File: src/rtl/game_period_sequencer.sv
// Match-phase controller for the scoreboard countdown timer: sequences
// preliminary, game periods, intermissions and final; owns timer load/run and the horn.
module game_period_sequencer #(
  parameter int unsigned PRELIM_SECS = 300,
  parameter int unsigned PERIOD_SECS = 1200,
  parameter int unsigned BREAK_SECS  = 600,
  parameter int unsigned NUM_PERIODS = 2,
  parameter int unsigned HORN_CYCLES = 50000000,
  parameter int unsigned TIME_W      = 12
) (
  input  logic              Clk100M,
  input  logic              Rst_n,
  input  logic              prelimSig,
  input  logic              pauseSig,
  input  logic              abortSig,
  input  logic              timerDone,
  output logic              timerLoad,
  output logic [TIME_W-1:0] timerValue,
  output logic              timerRun,
  output logic [2:0]        phase,
  output logic [2:0]        periodNum,
  output logic              gameSig,
  output logic              hornOut
);

  localparam int unsigned HORN_W = $clog2(HORN_CYCLES + 1);

  typedef enum logic [2:0] {
    PH_IDLE   = 3'd0,
    PH_PRELIM = 3'd1,
    PH_PERIOD = 3'd2,
    PH_BREAK  = 3'd3,
    PH_FINAL  = 3'd4
  } phase_t;

  if (64'(PRELIM_SECS) >= (64'd1 << TIME_W) || 64'(PERIOD_SECS) >= (64'd1 << TIME_W) ||
      64'(BREAK_SECS) >= (64'd1 << TIME_W)) begin : g_secs_check
    $error("phase durations do not fit in TIME_W bits");
  end
  if (NUM_PERIODS < 1 || NUM_PERIODS > 7) begin : g_periods_check
    $error("NUM_PERIODS must be in 1..7");
  end

  phase_t              state_q, state_d;
  logic [2:0]          period_q, period_d;
  logic                load_q, load_d;
  logic [TIME_W-1:0]   value_q, value_d;
  logic                paused_q, paused_d;
  logic                run_q, run_d;
  logic                game_q;
  logic                horn_q;
  logic [HORN_W-1:0]   horn_cnt_q, horn_cnt_d;
  logic                fire;

  function automatic logic is_timed(input phase_t s);
    return (s == PH_PRELIM) || (s == PH_PERIOD) || (s == PH_BREAK);
  endfunction

  always_ff @(posedge Clk100M or negedge Rst_n) begin
    if (!Rst_n) begin
      state_q    <= PH_IDLE;
      period_q   <= '0;
      load_q     <= 1'b0;
      value_q    <= '0;
      paused_q   <= 1'b0;
      run_q      <= 1'b0;
      game_q     <= 1'b0;
      horn_q     <= 1'b0;
      horn_cnt_q <= '0;
    end else begin
      state_q    <= state_d;
      period_q   <= period_d;
      load_q     <= load_d;
      value_q    <= value_d;
      paused_q   <= paused_d;
      run_q      <= run_d;
      game_q     <= (state_d == PH_PERIOD);
      horn_q     <= (horn_cnt_d != '0);
      horn_cnt_q <= horn_cnt_d;
    end
  end

  // Priority chain abort > done > pause > prelim; run enable is derived from the
  // next state so it is registered alongside phase and the load strobe.
  always_comb begin
    state_d  = state_q;
    period_d = period_q;
    load_d   = 1'b0;
    value_d  = value_q;
    paused_d = paused_q;
    fire     = 1'b0;
    if (abortSig) begin
      state_d  = PH_IDLE;
      period_d = '0;
      paused_d = 1'b0;
    end else if (timerDone && is_timed(state_q)) begin
      paused_d = 1'b0;
      case (state_q)
        PH_PRELIM: begin
          state_d  = PH_PERIOD;
          period_d = 3'd1;
          load_d   = 1'b1;
          value_d  = TIME_W'(PERIOD_SECS);
          fire     = 1'b1;
        end
        PH_PERIOD: begin
          fire = 1'b1;
          if (period_q < 3'(NUM_PERIODS)) begin
            state_d = PH_BREAK;
            load_d  = 1'b1;
            value_d = TIME_W'(BREAK_SECS);
          end else begin
            state_d = PH_FINAL;
          end
        end
        default: begin
          state_d  = PH_PERIOD;
          period_d = period_q + 3'd1;
          load_d   = 1'b1;
          value_d  = TIME_W'(PERIOD_SECS);
        end
      endcase
    end else if (pauseSig && is_timed(state_q) && !load_q) begin
      paused_d = ~paused_q;
    end else if (prelimSig && (state_q == PH_IDLE || state_q == PH_FINAL)) begin
      state_d  = PH_PRELIM;
      period_d = '0;
      load_d   = 1'b1;
      value_d  = TIME_W'(PRELIM_SECS);
      paused_d = 1'b0;
    end

    if (abortSig)                horn_cnt_d = '0;
    else if (fire)               horn_cnt_d = HORN_W'(HORN_CYCLES);
    else if (horn_cnt_q != '0)   horn_cnt_d = horn_cnt_q - 1'b1;
    else                         horn_cnt_d = horn_cnt_q;

    run_d = is_timed(state_d) && !paused_d && !load_d;
  end

  always_comb begin
    phase      = state_q;
    periodNum  = period_q;
    timerLoad  = load_q;
    timerValue = value_q;
    timerRun   = run_q;
    gameSig    = game_q;
    hornOut    = horn_q;
  end

endmodule

File: config.mk
export PLATFORM = sky130hd
export DESIGN_NAME = game_period_sequencer
export DESIGN_NICKNAME = d
export VERILOG_FILES = /design/src/rtl/game_period_sequencer.sv
export SDC_FILE = /design/constraint.sdc
export NUM_CORES = 1
export LEC_CHECK = 0
export BUFFER_PORTS_ARGS = -buffer_cell sky130_fd_sc_hd__buf_2
export CAP_MARGIN = 20
export CORE_MARGIN = 2
export CORE_UTILIZATION = 50
export CTS_CLUSTER_DIAMETER = 50
export DETAILED_ROUTE_END_ITERATION = 10
export PLACE_DENSITY_LB_ADDON = 0.08
export SKIP_LAST_GASP = 1
export SYNTH_ARGS = -nofsm -noshare
export SYNTH_HDL_FRONTEND = slang
export SYNTH_SLANG_ARGS = --single-unit
File: constraint.sdc
create_clock -name Clk100M -period 2.9 [get_ports Clk100M]
set_input_delay 0.58 -clock Clk100M [delete_from_list [all_inputs] [get_ports Clk100M]]
set_output_delay 0.58 -clock Clk100M [all_outputs]
set_load 0.02 [all_outputs]
## Yosys cells after proc, flatten, opt, wreduce, memory -nomap -nowiden

Cells that the tools add are included.

| word-level totals | value |
|---|---|
| flip-flop bits (word level) | 49 |
| output and inout port bits | 22 |
| logic and storage cells | 79 |

| cells by class | value |
|---|---|
| multiplexer cells | 32 |
| magnitude comparators | 1 |
| add/sub/neg operators | 2 |
| eq/ne operators | 11 |
| bitwise gates (word level) | 2 |
| reductions and logical operators | 22 |

Operators by type and width:

| cell | count |
|---|---|
| 2-to-1 mux 26 bit | 3 |
| 2-to-1 mux 12 bit | 5 |
| nonzero test 26 bit | 2 |
| 2-to-1 mux 3 bit | 10 |
| subtractor 26 x 1 -> 26 bit (second input constant) | 1 |
| 2-to-1 mux 1 bit | 13 |
| equality test 3 x 2 -> 1 bit (second input constant) | 4 |
| != test 3 bit (second input constant) | 3 |
| equality test 3 x 1 -> 1 bit (second input constant) | 2 |
| logical AND 1 bit | 6 |
| one-hot mux 3 bit (2 select lines) | 1 |
| logical OR 1 bit | 5 |
| AND reduction 4 bit | 1 |
| adder 3 x 1 -> 3 bit (second input constant) | 1 |
| equality test 3 bit (second input constant) | 1 |
| zero test 1 bit | 3 |
| zero test 3 bit | 1 |
| less-than comparator 3 x 2 -> 1 bit (second input constant) | 1 |
| AND reduction 3 bit | 1 |
| nonzero test 3 bit | 1 |
| != test 2 bit (second input constant) | 1 |
| inverter 1 bit | 2 |
| nonzero test 2 bit | 1 |
| OR reduction 2 bit | 1 |

## Logic depth before layout (Yosys ltp)

Gate-level depths: netlist of the first run.

| logic depth | value |
|---|---|
| word-level depth | 13 |
| depth in mapped cells | 10 |
| gate-level depth less buffers | 9 |

## Least setup slack after synthesis of the first run

OpenSTA, ideal clock, no wires.

| timing | value |
|---|---|
| path kind | reg2reg |
| start | reg horn_cnt_q[0] |
| end | reg horn_q, in the netlist hornOut |
| clock period less this slack | 2.672 ns |
| cell stages (with the launch flop) | 10 |
| path slack | 0.228 ns |
| path buffers | 0 |
| data arrival time | 2.543 ns |
| required time | 2.771 ns |
| setup time | 0.129 ns |
| cell sequence | dfrtp_1 > inv_1 > ha_1 > nor4b_4 > nand4_2 > or4_1 > nand3_1 > o41ai_1 > or4_1 > a2111o_1 |

| on the way | value |
|---|---|
| word-level cells in the longest chain between the ends | 5 |

RTL lines:

| item | line | source |
|---|---|---|
| from (decl) | 52 | `logic [HORN_W-1:0] horn_cnt_q, horn_cnt_d;` |
| from (signal assigned) | 79 | `horn_cnt_q <= horn_cnt_d;` |
| subtractor 26 x 1 -> 26 bit or nonzero test 26 bit (tied branches) | 135 | `else if (horn_cnt_q != '0) horn_cnt_d = horn_cnt_q - 1'b1;` |
| 2-to-1 mux 26 bit * | 135 |  |
| 2-to-1 mux 26 bit * | 134 | `else if (fire) horn_cnt_d = HORN_W'(HORN_CYCLES);` |
| 2-to-1 mux 26 bit * | 133 | `if (abortSig) horn_cnt_d = '0;` |
| net horn_cnt_d[24] | 52 |  |
| nonzero test 26 bit * | 78 | `horn_q <= (horn_cnt_d != '0);` |
| to (signal assigned) | 78 |  |
| to (decl) | 51 | `logic horn_q;` |

Mark *: on every way through the listed nets, which the timed path passes. The rest lies on a longest branch.
A chain may end at the register's enable or synchronous reset.

## Worst setup path in the final report of the first run

| timing | value |
|---|---|
| start | reg horn_cnt_q[13] |
| end | reg horn_q, in the netlist hornOut |

The elaborated chain is that of the path after synthesis.

==> impl_metrics.env, run 1 <==
export IMPL_vias_per_cell=5.81
export IMPL_fillers=412
export IMPL_outcome="complete, no violations"
export IMPL_cts_max_path_buffers=2
export IMPL_end_kind="flip-flop"
export IMPL_synth_area_um2=2520
export IMPL_drive_gt1_share_pct=27.3
export IMPL_syn2layout_area_growth_pct=21.9
export IMPL_routed_wl_um=6550
export IMPL_instances_no_fill=386
export IMPL_grt_usage_pct=25.1
export IMPL_fin_area_um2=3080
export IMPL_required_ps=3090
export IMPL_vias=2244
export IMPL_cts_clk_slew_worst_paths_ps=90
export IMPL_layout_setup_ws_ps=92.6
export IMPL_first_iter_violations=187
export IMPL_synth_cell_type_count=57
export IMPL_final_cell_mix="dfrtp_1 (43), buf_4 (32), nor2_1 (28)"
export IMPL_ys_top_cells_by_area="dfrtp_1 (43%), xnor2_1 (4.9%), a21oi_1 (4.6%)"
export IMPL_drc=0
export IMPL_yosysSeqAreaShare_pct=42.6
export IMPL_fp_dieArea_um2=5630
export IMPL_finalClockSkew_ps=6.12
export IMPL_r2r_start="horn_cnt_q[13]$_DFF_PN0_"
export IMPL_rows=25
export IMPL_gp_congestion=0.877
export IMPL_die_w_um=75.0
export IMPL_avgSynthCellArea_um2=9.42
export IMPL_yosys_area_top_type="dfrtp_1"
export IMPL_start_kind="flip-flop"
export IMPL_maxCapViolCount=0
export IMPL_fin_crit_ps=2810
export IMPL_place_area_um2=2860
export IMPL_final_common_cell="dfrtp_1"
export IMPL_drv_slew=0
export IMPL_cts_buffers=5
export IMPL_drtPass1Iterations=4
export IMPL_design_core_area_um2=4790
export IMPL_cts_root_buffer="clkbuf_8"
export IMPL_ir_worst_vdd_mv=0.427
export IMPL_htree_levels=2
export IMPL_ys_flop_type="dfrtp_1"
export IMPL_synthArstFlopShare_pct=100
export IMPL_antenna_found_initial=0
export IMPL_synth_edff_count=0
export IMPL_arrival_ps=2990
export IMPL_crit_type="reg2reg"
export IMPL_hold_path_class="in2async"
export IMPL_syn_inst=268
export IMPL_start_util_pct=52.7
export IMPL_overflow=0
export IMPL_hold_viol_final=0
export IMPL_ys_seq_elements=43
export IMPL_antennaDiodeCount=0
export IMPL_postRouteAntennaNets=0
export IMPL_fmax_ghz=0.356
export IMPL_grt_max_degree=44
export IMPL_clock_latency_ps=300
export IMPL_io_pins=28
export IMPL_io_buffer_count=24
export IMPL_crit_path_max_fanout=6
export IMPL_finalCritPeriodShare_pct=96.8
export IMPL_fin_total_pwr_mw=3.38
export IMPL_preCtsSetupSlack_ps=55.7
export IMPL_place_hpwl_um=4680
export IMPL_setup_viol=0
export IMPL_grt_pass1_wl_um=10500
export IMPL_dieHeight_um=75.0
export IMPL_relSlewSlack_pct=66.9
export IMPL_post_drt_wl_per_cell_um=17.0
export IMPL_layout_nets=326
export IMPL_placed_cells=370
export IMPL_yosysWarnings=0
export IMPL_grt_pass1_vias=2188
export IMPL_worstSetupStartpoint="horn_cnt_q[13]$_DFF_PN0_"
export IMPL_rsz0062_at_grt="true"
export IMPL_cts_tree="done"
export IMPL_clock_sinks=43
export IMPL_p_leak_nw=1.40
export IMPL_r2r_cells=8
export IMPL_power_density_nw_per_um2=1100
export IMPL_synth_top_cell_area_share_pct=42.6
export IMPL_timing_worst_slew_pin_value_ps=490
[worst paths after layout]
kind,endpoint,slack [ps]
max,hornOut$_DFF_PN0_,90
min,horn_cnt_q[18]$_DFF_PN0_,70
max reg2reg,hornOut$_DFF_PN0_,90
min reg2reg,timerValue[5]$_DFFE_PN0P_,500
max in group asynchronous,horn_cnt_q[2]$_DFF_PN0_,2410
min in group Clk100M,timerValue[5]$_DFFE_PN0P_,500
[metrics by stage]
stage | setup TNS (ps) | utilization [%] | hold WS (ps)
floorplan | 0 | - | 284
global placement | 0 | 59.7 | 475
detailed placement | 0 | 59.7 | 484
CTS | 0 | 62.4 | 473
global route | -16.5 | 64.3 | 70.9
finish | 0 | 64.3 | 72.4
[flip-flops by register name, indices dropped and copies added (netlist names), 3 cells and up]
name and count:
periodNum 3, phase 3, horn_cnt_q 26, timerValue 6
[area by class of cell]
| cell class | count | area (um2) | share of cell area, % |
|---|---|---|---|
| inverter | 9 | 33.8 | 1.10 |
| sequential | 43 | 1080 | 35.0 |
| tap | 67 | 83.8 | 2.72 |
| multi-input combinational | 200 | 1340 | 43.6 |
| timing repair buffer | 59 | 425 | 13.8 |
| clock buffer | 6 | 82.6 | 2.68 |
| clock inverter | 2 | 35.0 | 1.14 |
[worst max-delay path, stage by stage (launching register included)]
cell and delay [ps]:
dfrtp_1 430, nor4_4 470, nand4_2 160, buf_4 190
nor3b_1 220, xnor2_1 150, a21oi_1 150, or4_1 610
a2111o_1 310
[power by group]
group          internal [mW]  switching (mW)  leakage (nW)
combinational          0.921            1.03         0.773
sequential             0.746           0.196         0.561
clock                  0.279           0.213        0.0612
total                   1.95            1.44          1.40
[synthesized netlist by cell type (4+ instances only)]
library cell and count:
a2111oi_0 4, a21oi_1 23, and2_1 4, buf_2 4, buf_4 6, clkbuf_1 8, dfrtp_1 43, inv_1 9
nand2_1 14, nand2b_1 4, nand3_1 7, nand4_1 4, nor2_1 28, nor3_1 9, nor4_1 6, o211ai_1 4
o21ai_0 14, or4_1 6, xnor2_1 14, xor2_1 5
[kinds of logic after synthesis]
kind of cell | count (synthesis) | synth area share [%]
and+or+nand+nor | 110 | 27.2
AOI/OAI and AO/OA | 64 | 16.5
DFF | 43 | 42.6
buffers and inverters | 27 | 5.11
xor gates and xnor gates | 19 | 6.59
adders and majority gates | 2 | 0.991
muxes | 2 | 0.843
other | 1 | 0.149
[layer usage]
layer / track usage (%) / vias to the layer above / wire [um]
li1: - / 1073 / -
met3: 3.75 / 12 / 353
met1: 33.3 / 1090 / 2830
met4: 9.92 / 0 / 159
met2: 41.4 / 69 / 3200
met5: 0 / - / 0
[repair_timing]
action,in CTS,in global routing
pin swaps,0,2
resized for setup,0,6
setup endpoints to repair,1,1
cloned,0,1
setup buffers,2,4
hold buffers,0,0
Power figures use the tool's default switching activity.
==> run 2, diff against run 1 <==
--- a/config.mk
+++ b/config.mk
@@ -8,7 +8,7 @@
 export BUFFER_PORTS_ARGS = -buffer_cell sky130_fd_sc_hd__buf_2
 export CAP_MARGIN = 20
 export CORE_MARGIN = 2
-export CORE_UTILIZATION = 50
+export CORE_UTILIZATION = 58
 export CTS_CLUSTER_DIAMETER = 50
 export DETAILED_ROUTE_END_ITERATION = 10
 export PLACE_DENSITY_LB_ADDON = 0.08
==> impl_metrics.env, run 2 (synthesis gave the netlist of run 1 again) <==
export IMPL_clock_sinks=43
export IMPL_htree_levels=2
export IMPL_layout_setup_ws_ps=39.1
export IMPL_power_frac_comb_pct=57.7
export IMPL_outcome="complete, no violations"
export IMPL_instances_no_fill=366
export IMPL_p_clk_share_pct=14.0
export IMPL_r2r_start="horn_cnt_q[23]$_DFF_PN0_"
export IMPL_clock_latency_ps=300
export IMPL_rsz0062_at_grt="true"
export IMPL_syn2layout_area_growth_pct=20.4
export IMPL_relSlewSlack_pct=35.9
export IMPL_layout_nets=323
export IMPL_first_iter_violations=229
export IMPL_r2r_end="hornOut$_DFF_PN0_"
export IMPL_drc=0
export IMPL_cts_buffers=5
export IMPL_io_pins=28
export IMPL_power_density_nw_per_um2=1120
export IMPL_setup_viol=0
export IMPL_final_cell_mix="dfrtp_1 (43), buf_4 (31), nor2_1 (28)"
export IMPL_vias=2268
export IMPL_end_kind="flip-flop"
export IMPL_rows=23
export IMPL_fillers=301
export IMPL_seq_power_share_pct=28.3
export IMPL_ir_worst_vdd_mv=0.487
export IMPL_multi_input_area_um2=1390
export IMPL_preCtsSetupSlack_ps=-28.9
export IMPL_antennaDiodeCount=0
export IMPL_timing_worst_slew_pin_value_ps=962
export IMPL_power_switching_mw=1.48
export IMPL_grt_pass1_vias=2240
export IMPL_start_kind="flip-flop"
export IMPL_io_buffer_count=24
export IMPL_cts_clk_slew_worst_paths_ps=90
export IMPL_endpoint="hornOut$_DFF_PN0_"
export IMPL_vias_per_cell=6.20
export IMPL_postRouteAntennaNets=0
export IMPL_ff2ff_setup_slack_ps=40
export IMPL_dieHeight_um=70.0
export IMPL_fp_dieArea_um2=4900
export IMPL_p_int_mw=1.92
export IMPL_cts_max_path_buffers=2
export IMPL_hold_path_class="in2async"
export IMPL_cts_tree="done"
export IMPL_maxCapViolCount=0
export IMPL_hold_viol_final=0
export IMPL_worstSetupStartpoint="horn_cnt_q[23]$_DFF_PN0_"
export IMPL_drive_gt1_share_pct=28.2
export IMPL_routed_wl_um=6370
export IMPL_crit_path_max_fanout=6
export IMPL_gp_congestion=0.932
export IMPL_register_area_um2=1080
export IMPL_drv_slew=0
export IMPL_switching_share_pct=43.6
export IMPL_final_util_pct=74.3
export IMPL_post_drt_wl_per_cell_um=17.4
export IMPL_crit_type="reg2reg"
export IMPL_p_leak_nw=1.37
export IMPL_finalCritPeriodShare_pct=98.7
export IMPL_cts_root_buffer="clkbuf_8"
export IMPL_holdBufCountCts=0
export IMPL_finalClockSkew_ps=8.72
export IMPL_final_common_cell="dfrtp_1"
export IMPL_fin_crit_ps=2860
export IMPL_placed_cells=352
export IMPL_grt_max_degree=44
export IMPL_top_register="horn_cnt_q"
export IMPL_antenna_found_initial=0
export IMPL_start_util_pct=61.8
export IMPL_grt_usage_pct=27.1
export IMPL_die_w_um=70.0
export IMPL_grt_pass1_wl_um=10500
export IMPL_fmax_ghz=0.350
export IMPL_drtPass1Iterations=4
export IMPL_required_ps=3080
export IMPL_design_core_area_um2=4090
export IMPL_largest_register_ff_count=26
export IMPL_overflow=0
export IMPL_r2r_cells=7
export IMPL_place_hpwl_um=4490
export IMPL_arrival_ps=3040
==> run 2: worst min path at each step <==
stage | start | end | slack (ps)
6_report | Rst_n | horn_cnt_q[10]$_DFF_PN0_ | 420
5_1_grt | Rst_n | timerValue[7]$_DFFE_PN0P_ | 510
4_1_cts | Rst_n | horn_cnt_q[11]$_DFF_PN0_ | 460
3_5_place_dp | timerValue[5]$_DFFE_PN0P_ | timerValue[5]$_DFFE_PN0P_ | 490
3_3_place_gp | timerValue[5]$_DFFE_PN0P_ | timerValue[5]$_DFFE_PN0P_ | 470
2_1_floorplan | Rst_n | gameSig$_DFF_PN0_ | 280
==> run 2: layout make-up <==
cell class | instances | share of cell area [%]
clock buffer | 5 | 2.27
multi-input combinational | 200 | 45.7
clock inverter | 3 | 1.44
timing repair buffer | 56 | 12.0
inverter | 9 | 1.11
tap | 50 | 2.06
sequential | 43 | 35.4
==> run 2: what timing repair did <==
item / in CTS / in global routing
pin swaps: 1 / 9
endpoints found under the hold margin: 0 / 0
endpoints found under the setup margin: 1 / 1
gates resized for setup: 1 / 16
buffers inserted: 4 / 2
==> run 2: metrics by stage <==
step,cell area [um2],hold WS [ps],TNS (ps),power [mW]
after floorplan,2530,284,0,2.11
after global placement,2810,472,0,2.65
after detailed placement,2810,492,-28.9,2.67
after CTS,2960,461,0,3.21
after global routing,3040,511,-41.4,3.62
final,3040,425,0,3.41
==> run 2: worst max-delay path, stage by stage, from the launching register on <==
cell and delay, ps:
dfrtp_1 440, nor4_2 480, nand4_2 280, o211a_1 350, xnor2_1 150, a21oi_1 100, or4_4 540, a2111o_1 410
==> run 2: power groups by stage <==
stage / sequential [mW] / combinational [mW] / clock, mW
after floorplan: 0.949 / 1.16 / 0
final: 0.964 / 1.97 / 0.476
after CTS: 0.944 / 1.79 / 0.483
after global placement: 0.950 / 1.70 / 0
after global routing: 0.987 / 2.12 / 0.508
after detailed placement: 0.953 / 1.71 / 0
==> run 2: per-layer routing <==
layer / GRT usage [%] / share of wire [%]
met1: 35.6 / 43
met3: 4.04 / 5.4
met5: 0 / 0
met2: 44.1 / 48
met4: 12.8 / 3.7
==> run 3, diff against run 2 <==
--- a/config.mk
+++ b/config.mk
@@ -7,11 +7,13 @@
 export LEC_CHECK = 0
 export BUFFER_PORTS_ARGS = -buffer_cell sky130_fd_sc_hd__buf_2
 export CAP_MARGIN = 20
+export CORE_ASPECT_RATIO = 1.4
 export CORE_MARGIN = 2
 export CORE_UTILIZATION = 58
 export CTS_CLUSTER_DIAMETER = 50
 export DETAILED_ROUTE_END_ITERATION = 10
 export PLACE_DENSITY_LB_ADDON = 0.08
+export SETUP_SLACK_MARGIN = 0.15
 export SKIP_LAST_GASP = 1
 export SYNTH_ARGS = -nofsm -noshare
 export SYNTH_HDL_FRONTEND = slang
==> impl_metrics.env, run 3 (synthesis gave the netlist of run 1 again) <==
export IMPL_crit_buf_inv=0
export IMPL_final_cell_mix="dfrtp_1 (43), nor2_1 (28), buf_4 (26)"
export IMPL_critical_path_top_delay_family="simple AND/OR/NAND/NOR gates"
export IMPL_first_iter_violations=126
export IMPL_grt_usage_pct=29.7
export IMPL_layout_setup_ws_ps=105
export IMPL_place_hpwl_um=4770
export IMPL_cts_max_path_buffers=2
export IMPL_ff2ff_setup_slack_ps=100
export IMPL_design_core_area_um2=4200
export IMPL_end_kind="flip-flop"
export IMPL_fp_dieArea_um2=4900
export IMPL_drtPass1Iterations=4
export IMPL_layout_nets=318
export IMPL_finalClockSkew_ps=13.3
export IMPL_drive_gt1_share_pct=27.0
export IMPL_timing_worst_slew_pin_value_ps=946
export IMPL_required_ps=3090
export IMPL_start_kind="flip-flop"
export IMPL_final_common_cell="dfrtp_1"
export IMPL_multi_input_area_um2=1390
export IMPL_cts_buffers=5
export IMPL_die_w_um=59.8
export IMPL_r2r_cells=7
export IMPL_grt_pass1_wl_um=10700
export IMPL_gp_congestion=0.866
export IMPL_outcome="complete, no violations"
export IMPL_fin_area_um2=3000
export IMPL_cpMostUsedCell="or4_1"
export IMPL_clock_latency_ps=300
export IMPL_crit_path_max_fanout=8
export IMPL_clock_sinks=43
export IMPL_finalCritPeriodShare_pct=96.4
export IMPL_antenna_found_initial=0
export IMPL_crit_chain="or4_1 > nor3b_4 > nand2_2 > nand2_1 > a21oi_1 > or4_1 > a2111o_1"
export IMPL_crit_type="reg2reg"
export IMPL_maxCapViolCount=0
export IMPL_overflow=0
export IMPL_register_area_um2=1080
export IMPL_vias_per_cell=6.42
export IMPL_postRouteAntennaNets=0
export IMPL_routed_wl_um=6710
export IMPL_antennaDiodeCount=0
export IMPL_rsz0062_at_grt="true"
export IMPL_grt_max_degree=44
export IMPL_syn2layout_area_growth_pct=18.7
export IMPL_vias=2285
export IMPL_worstSetupStartpoint="horn_cnt_q[6]$_DFF_PN0_"
export IMPL_io_buffer_count=24
export IMPL_io_pins=28
export IMPL_htree_levels=2
export IMPL_grt_met2_usage_pct=50.5
export IMPL_power_density_nw_per_um2=1140
export IMPL_grt_pass1_vias=2304
export IMPL_hold_path_class="in2async"
export IMPL_cts_clk_slew_worst_paths_ps=90
export IMPL_relSlewSlack_pct=36.9
export IMPL_endpoint="hornOut$_DFF_PN0_"
export IMPL_cts_tree="done"
export IMPL_largest_register_ff_count=26
export IMPL_preCtsSetupSlack_ps=60.1
export IMPL_r2r_end="hornOut$_DFF_PN0_"
export IMPL_cts_root_buffer="clkbuf_8"
export IMPL_post_drt_wl_per_cell_um=18.8
export IMPL_start_util_pct=60.0
export IMPL_rows=28
export IMPL_p_leak_nw=1.34
export IMPL_fmax_ghz=0.358
export IMPL_drc=0
export IMPL_holdBufCountCts=0
export IMPL_drv_slew=0
export IMPL_place_area_um2=2770
export IMPL_grt_use_met1_pct=31.7
export IMPL_use_met3_pct=5.04
export IMPL_setup_viol=0
export IMPL_ir_worst_vdd_mv=0.587
export IMPL_dieHeight_um=82.1
export IMPL_fillers=338
export IMPL_top_register="horn_cnt_q"
export IMPL_hold_viol_final=0
export IMPL_arrival_ps=2990
export IMPL_cp_depth=7
export IMPL_cp_slowest_stage_delay_ps=590
export IMPL_top_usage_layer="met2"
export IMPL_fin_crit_ps=2800
export IMPL_r2r_start="horn_cnt_q[6]$_DFF_PN0_"
export IMPL_slowest_stage="or4_1"
run 3: worst min path at each step:
| stage | start | end | slack [ps] | depth (start not counted) |
|---|---|---|---|---|
| final | Rst_n | horn_cnt_q[18]$_DFF_PN0_ | 410 | 1 |
| after global routing | Rst_n | horn_cnt_q[4]$_DFF_PN0_ | 500 | 1 |
| after CTS | Rst_n | horn_cnt_q[4]$_DFF_PN0_ | 450 | 1 |
| after detailed placement | timerValue[5]$_DFFE_PN0P_ | timerValue[5]$_DFFE_PN0P_ | 480 | 1 |
| after global placement | timerValue[5]$_DFFE_PN0P_ | timerValue[5]$_DFFE_PN0P_ | 470 | 1 |
| after floorplan | Rst_n | gameSig$_DFF_PN0_ | 280 | 0 |
run 3: where the power goes:
part           switching, mW  internal (mW)
logic                   1.05          0.875
clock network          0.223          0.279
registers              0.231          0.745
total                   1.50           1.90
run 3: per-layer routing:
layer	wire, um	share of wire [%]
met1	2490	37
met2	3530	53
met3	271	4.0
met4	413	6.2
met5	0	0
run 3: per-stage QoR:
step	util, %	power [mW]	cells	setup TNS (ps)	hold slack [ps]
finish	71.3	3.40	356	0	409
global route	71.3	3.60	356	-94.4	501
CTS	70.9	3.31	356	0	455
detailed placement	65.9	2.63	342	0	482
global placement	65.9	2.60	342	0	475
floorplan	-	2.11	270	0	284
run 3: timing repair:
item,in CTS,in global routing
buffers inserted,6,0
gates resized for setup,11,4
endpoints found under the setup margin,1,1
pin swaps,5,0
gates cloned,0,0
run 3: worst register-to-register path: cells and delay by family, from the launching register on:
| family | cells | cell delay [ps] |
|---|---|---|
| and+or+nand+nor | 5 | 1790 |
| DFF | 1 | 450 |
| AOI/OAI and AO/OA | 2 | 440 |
run 3: layout make-up:
class	instances	share of cell area (%)
Inverter	9	1.13
Tap cell	45	1.88
Sequential cell	43	35.9
Clock buffer	6	2.76
Multi-Input combinational cell	200	46.3
Timing Repair Buffer	51	10.9
Clock inverter	2	1.17
